==> config.mk <==
export PLATFORM = sky130hd
export DESIGN_NAME = bcd2_down_timer
export DESIGN_NICKNAME = d
export VERILOG_FILES = /design/src/rtl/bcd_timer_pkg.sv /design/src/rtl/bcd_down_digit.sv /design/src/rtl/bcd2_down_timer.sv
export SDC_FILE = /design/constraint.sdc
export NUM_CORES = 1
export LEC_CHECK = 0
export CORE_MARGIN = 8
export CORE_UTILIZATION = 45
export CTS_BUF_LIST = sky130_fd_sc_hd__clkbuf_16
export DETAILED_ROUTE_END_ITERATION = 8
export DONT_BUFFER_PORTS = 1
export GPL_ROUTABILITY_DRIVEN = 0
export PLACE_DENSITY_LB_ADDON = 0.12
export SYNTH_ARGS = -nofsm -noshare
export SYNTH_HDL_FRONTEND = slang
export SYNTH_SLANG_ARGS = --single-unit
==> constraint.sdc <==
create_clock -name CK -period 3.8 [get_ports CK]
set_clock_uncertainty 0.05 [all_clocks]
set_input_delay 0.95 -clock CK [delete_from_list [all_inputs] [get_ports CK]]
set_output_delay 0.95 -clock CK [all_outputs]
set_load 0.005 [all_outputs]
==> src/rtl/bcd_timer_pkg.sv <==
// Shared types and constants for the two-digit BCD down timer.
package bcd_timer_pkg;

    localparam int DIGIT_W = 4;
    localparam logic [DIGIT_W-1:0] BCD_MAX = 4'd9;

    typedef enum logic [1:0] {
        ST_IDLE = 2'd0,
        ST_RUN  = 2'd1,
        ST_DONE = 2'd2
    } timer_state_t;

    // Any nibble above 9 is treated as 9 so a loaded digit is always valid BCD.
    function automatic logic [DIGIT_W-1:0] bcd_clamp(input logic [DIGIT_W-1:0] digit);
        return (digit > BCD_MAX) ? BCD_MAX : digit;
    endfunction

endpackage

==> src/rtl/bcd_down_digit.sv <==
// One BCD down-counting digit: load (clamped), decrement with 0->9 wrap,
// and a borrow flag BZ to enable the next-higher digit.
module bcd_down_digit
    import bcd_timer_pkg::*;
(
    input  logic               CK,
    input  logic               AR,
    input  logic               CE,
    input  logic               LD,
    input  logic [DIGIT_W-1:0] D,
    output logic [DIGIT_W-1:0] Q,
    output logic               BZ
);

    always_ff @(posedge CK or negedge AR) begin
        if (!AR) begin
            Q <= '0;
        end else if (LD) begin
            Q <= bcd_clamp(D);
        end else if (CE) begin
            Q <= (Q == '0) ? BCD_MAX : (Q - 4'd1);
        end
    end

    assign BZ = (Q == '0) & CE;

endmodule

==> src/rtl/bcd2_down_timer.sv <==
// Two-digit BCD down timer with IDLE/RUN/DONE control and a borrow-out pulse.
// Define BCD_DOWN_AUTORELOAD_EN to reload the last loaded value at terminal count.
module bcd2_down_timer
    import bcd_timer_pkg::*;
(
    input  logic       CK,
    input  logic       AR,
    input  logic       CE,
    input  logic       LD,
    input  logic [7:0] D,
    output logic [7:0] Q,
    output logic       BO,
    output logic       DONE,
    output logic       RUN
);

    timer_state_t state, state_next;
    logic         bo_next;
    logic [7:0]   d_clamped;
    logic         load_zero;
    logic         count_en;
    logic         terminal;
    logic         end_of_count;
    logic         digit_ld;
    logic [7:0]   digit_d;
    logic         ones_bz;
    logic         tens_bz;

    assign d_clamped = {bcd_clamp(D[7:4]), bcd_clamp(D[3:0])};
    assign load_zero = (d_clamped == 8'h00);

    // Q==00 is excluded so the digit chain can never wrap to 99 from RUN.
    assign count_en = (state == ST_RUN) & CE & ~LD & (Q != 8'h00);
    assign terminal = count_en & (Q == 8'h01);
    assign end_of_count = terminal | tens_bz;

`ifdef BCD_DOWN_AUTORELOAD_EN
    logic [7:0] reload;

    always_ff @(posedge CK or negedge AR) begin
        if (!AR) begin
            reload <= 8'h00;
        end else if (LD) begin
            reload <= d_clamped;
        end
    end

    assign digit_ld = LD | terminal;
    assign digit_d  = LD ? D : reload;
`else
    assign digit_ld = LD;
    assign digit_d  = D;
`endif

    bcd_down_digit u_ones (
        .CK (CK),
        .AR (AR),
        .CE (count_en),
        .LD (digit_ld),
        .D  (digit_d[3:0]),
        .Q  (Q[3:0]),
        .BZ (ones_bz)
    );

    bcd_down_digit u_tens (
        .CK (CK),
        .AR (AR),
        .CE (ones_bz),
        .LD (digit_ld),
        .D  (digit_d[7:4]),
        .Q  (Q[7:4]),
        .BZ (tens_bz)
    );

    always_ff @(posedge CK or negedge AR) begin
        if (!AR) begin
            state <= ST_IDLE;
            BO    <= 1'b0;
            DONE  <= 1'b0;
            RUN   <= 1'b0;
        end else begin
            state <= state_next;
            BO    <= bo_next;
            DONE  <= (state_next == ST_DONE);
            RUN   <= (state_next == ST_RUN);
        end
    end

    always_comb begin
        state_next = state;
        bo_next    = 1'b0;
        if (LD) begin
            state_next = load_zero ? ST_DONE : ST_RUN;
        end else if ((state == ST_RUN) && end_of_count) begin
            bo_next = 1'b1;
`ifdef BCD_DOWN_AUTORELOAD_EN
            state_next = ST_RUN;
`else
            state_next = ST_DONE;
`endif
        end
    end

endmodule

==> results_dict.tcl <==
set metrics [dict create \
    status "finished, final reports clean" \
    path_depth 3 \
    portBuffers 0 \
    clkSinkCount 13 \
    cp_slowest_cell "and4bb_1" \
    ios 23 \
    setup_total_negative_slack_ns 0 \
    synth_xor_area_share_pct 0 \
    nets 91 \
    syn2layout_area_growth_pct 11.8 \
    critPathMaxStageDelay_ns 0.38 \
    drt_iter0_drc 26 \
    finalHoldViolations 0 \
    maxSlewHeadroom_pct 67.4 \
    grt_overflow 0 \
    synth-compound-area-share_pct 25.0 \
    htreeDepth 1 \
    num_rows 14 \
    ys_seq_area_share_pct 43.8 \
    holdBufCountCts 0 \
    antenna_found_initial 0 \
    drive_gt1_share_pct 11.5 \
    ctsLongestPathBuffers 2 \
    reg2reg_depth 3 \
    drv_slew 0 \
    track_usage_pct 12.3 \
    synth_top_family_by_area "simple AND/OR/NAND/NOR gates" \
    avgSynthCellArea_sq_um 9.76 \
    p_leak_nw 0.334 \
    synthMuxAreaShare_pct 0 \
    cts_resized 0 \
    via_count 668 \
    drt-pass1-iter-count 4 \
    routed_wl_um 1920 \
    ir_drop_mv 0.265 \
    crit_start "LD" \
    period_share_pct 48.2 \
    max_cap_viol_count 0 \
    synth_area_leaders "dfrtp_1, nor4_1, a21oi_1" \
    ant_nets 0 \
    start_util_pct 48.7 \
    via_per_inst 7.11 \
    num-fill-cells 134 \
    grt_pass1_vias 602 \
    cp_num_buf_inv 0 \
    insertedDiodeCount 0 \
    grt_max_degree 15 \
    synth_nets 88 \
    synthSimpleGateAreaFrac_pct 25.6 \
    synth-edff-count 0 \
    power.share.combinational_pct 9.6 \
    finalNonFillerCells 94 \
    grt_pass1_wl_um 3150 \
    p_total_w 0.000406 \
    yosysWarnings 0 \
    synth_cell_types 33 \
    synth_ff_type "dfrtp_1" \
    synth_top_cell_by_area "dfrtp_1" \
    cp_top_family "simple AND/OR/NAND/NOR gates" \
    die_y_um 56.6 \
    yosys.area_share.adder_pct 0 \
    routedWlPerCell_um 20.4 \
    power-per-cell-area_mw_per_mm2 490 \
    finalCriticalPeriod_ns 1.83 \
    switching_power_w 0.0000981 \
    cts.clk_slew.worst_paths_ns 0.04 \
    crit_required_ns 3.88 \
    die_area_sq_mm 0.00320 \
    cp_cell_sequence "and4bb_1, nand4_1, a31o_2" \
    fmax_mhz 546 \
    die_w_um 56.6 \
    cts_setup_buffers 0 \
    arrival_ns 1.91 \
    netlist_area_sq_um 742 \
    dp_hpwl_um 1420 \
    synth_cells 76 \
    cp_max_fo 14 \
    worstSetupPathType "in -> reg" \
    rsz0062_at_grt "no" \
    switching_share_pct 24.1 \
    core_sq_mm 0.00152 \
    worstSetupStartpointType "input pin" \
    insertion_delay_ns 0.24 \
    root_buffer "clkbuf_16" \
    p_seq_share_pct 42.6 \
    synth_async_sr_flop_share_pct 100 \
    remaining_drc_errors 0 \
    pwr-share-clk_pct 47.8 \
    critical_path.reg2reg.startpoint "u_ones.Q[3]" \
    ys_ff_latch 13 \
    intPower_w 0.000308 \
    hold_class "in -> async" \
    synth_top_area_share_pct 43.8 \
    cts_tree "yes" \
    cts-buffers-inserted 3 \
    placedCellCount 90 \
    tightest_slew_ns 0.485 \
    cp-end-kind "flip-flop" \
    setup_viol 0 \
]
per-stage QoR:
stage               hold slack [ns]  instance area (sq um)  util [%]  worst slack, ns
finish                        0.353                    830      54.4             1.97
global placement              0.517                    751      49.3             1.72
floorplan                     0.483                    742         -             1.88
detailed placement            0.523                    751      49.3             1.74
CTS                           0.351                    830      54.4             1.99
global route                  0.342                    830      54.4             1.92
worst paths after layout:
| path | endpoint | slack [ns] |
|---|---|---|
| hold / removal | state[1] | 0.35 |
| min in group CK | state[1] | 0.53 |
| setup / recovery | RUN | 1.97 |
| max in group asynchronous | u_ones.Q[3] | 3.28 |
| setup reg to reg | u_tens.Q[3] | 2.14 |
| hold reg to reg | state[1] | 0.53 |
layout make-up:
cell class	count	area [sq um]	share of cell area, %
Clock buffer	3	75.1	9.05
Clock inverter	1	3.75	0.452
Inverter	8	30.0	3.62
Multi-Input combinational cell	53	375	45.2
Sequential cell	13	325	39.2
Tap cell	16	20.0	2.41
Yosys cell counts, types with 2 or more instances:
cell type and n:
nand4_1 2, nand2_1 2, dfrtp_1 13, nor4_1 7, or3_1 2, a31oi_1 2
a211o_1 2, o21ai_0 4, nand3_1 2, nand2b_1 2, nor2_1 4, inv_1 7
a31o_2 2, a21oi_1 6
power by group through the flow:
stage | clock network (W) | logic, W | registers (W)
5_1_grt | 0.000207 | 0.0000423 | 0.000177
3_5_place_dp | 0 | 0.0000380 | 0.000176
4_1_cts | 0.000196 | 0.0000384 | 0.000174
2_1_floorplan | 0 | 0.0000340 | 0.000170
3_3_place_gp | 0 | 0.0000378 | 0.000175
6_report | 0.000194 | 0.0000389 | 0.000173
metal layers:
layer	track usage [%]	routed length (um)	vias to the layer above	share of wire, %
met4	4.12	33	0	1.7
li1	-	-	306	-
met2	19.9	968	38	50
met5	0	0	-	0
met1	13.4	714	319	37
met3	6.29	202	5	11
sequential cells by signal, indices dropped and copies added, names as in the netlist:
| register | flops |
|---|---|
| u_ones.Q | 4 |
| u_tens.Q | 4 |
| state | 2 |
| BO | 1 |
| DONE | 1 |
| RUN | 1 |
kinds of logic after synthesis:
kind of cell,Yosys count
buf+inv,10
flops,13
simple gates,28
compound gates,25
layout by cell type (no fill, tap or decap), types with 2 or more instances in the layout:
| master | Yosys | layout |
|---|---|---|
| or3_1 | 2 | 2 |
| clkbuf_16 | 0 | 3 |
| nand2_1 | 2 | 2 |
| nand2b_1 | 2 | 2 |
| a211o_1 | 2 | 2 |
| nand4_1 | 2 | 2 |
| nor2_1 | 4 | 4 |
| nand3_1 | 2 | 2 |
| nor4_1 | 7 | 7 |
| a31o_2 | 2 | 2 |
| dfrtp_1 | 13 | 13 |
| inv_1 | 7 | 8 |
| o21ai_0 | 4 | 4 |
| a21oi_1 | 6 | 6 |
| a31oi_1 | 2 | 2 |
Power figures use the tool's default switching activity.
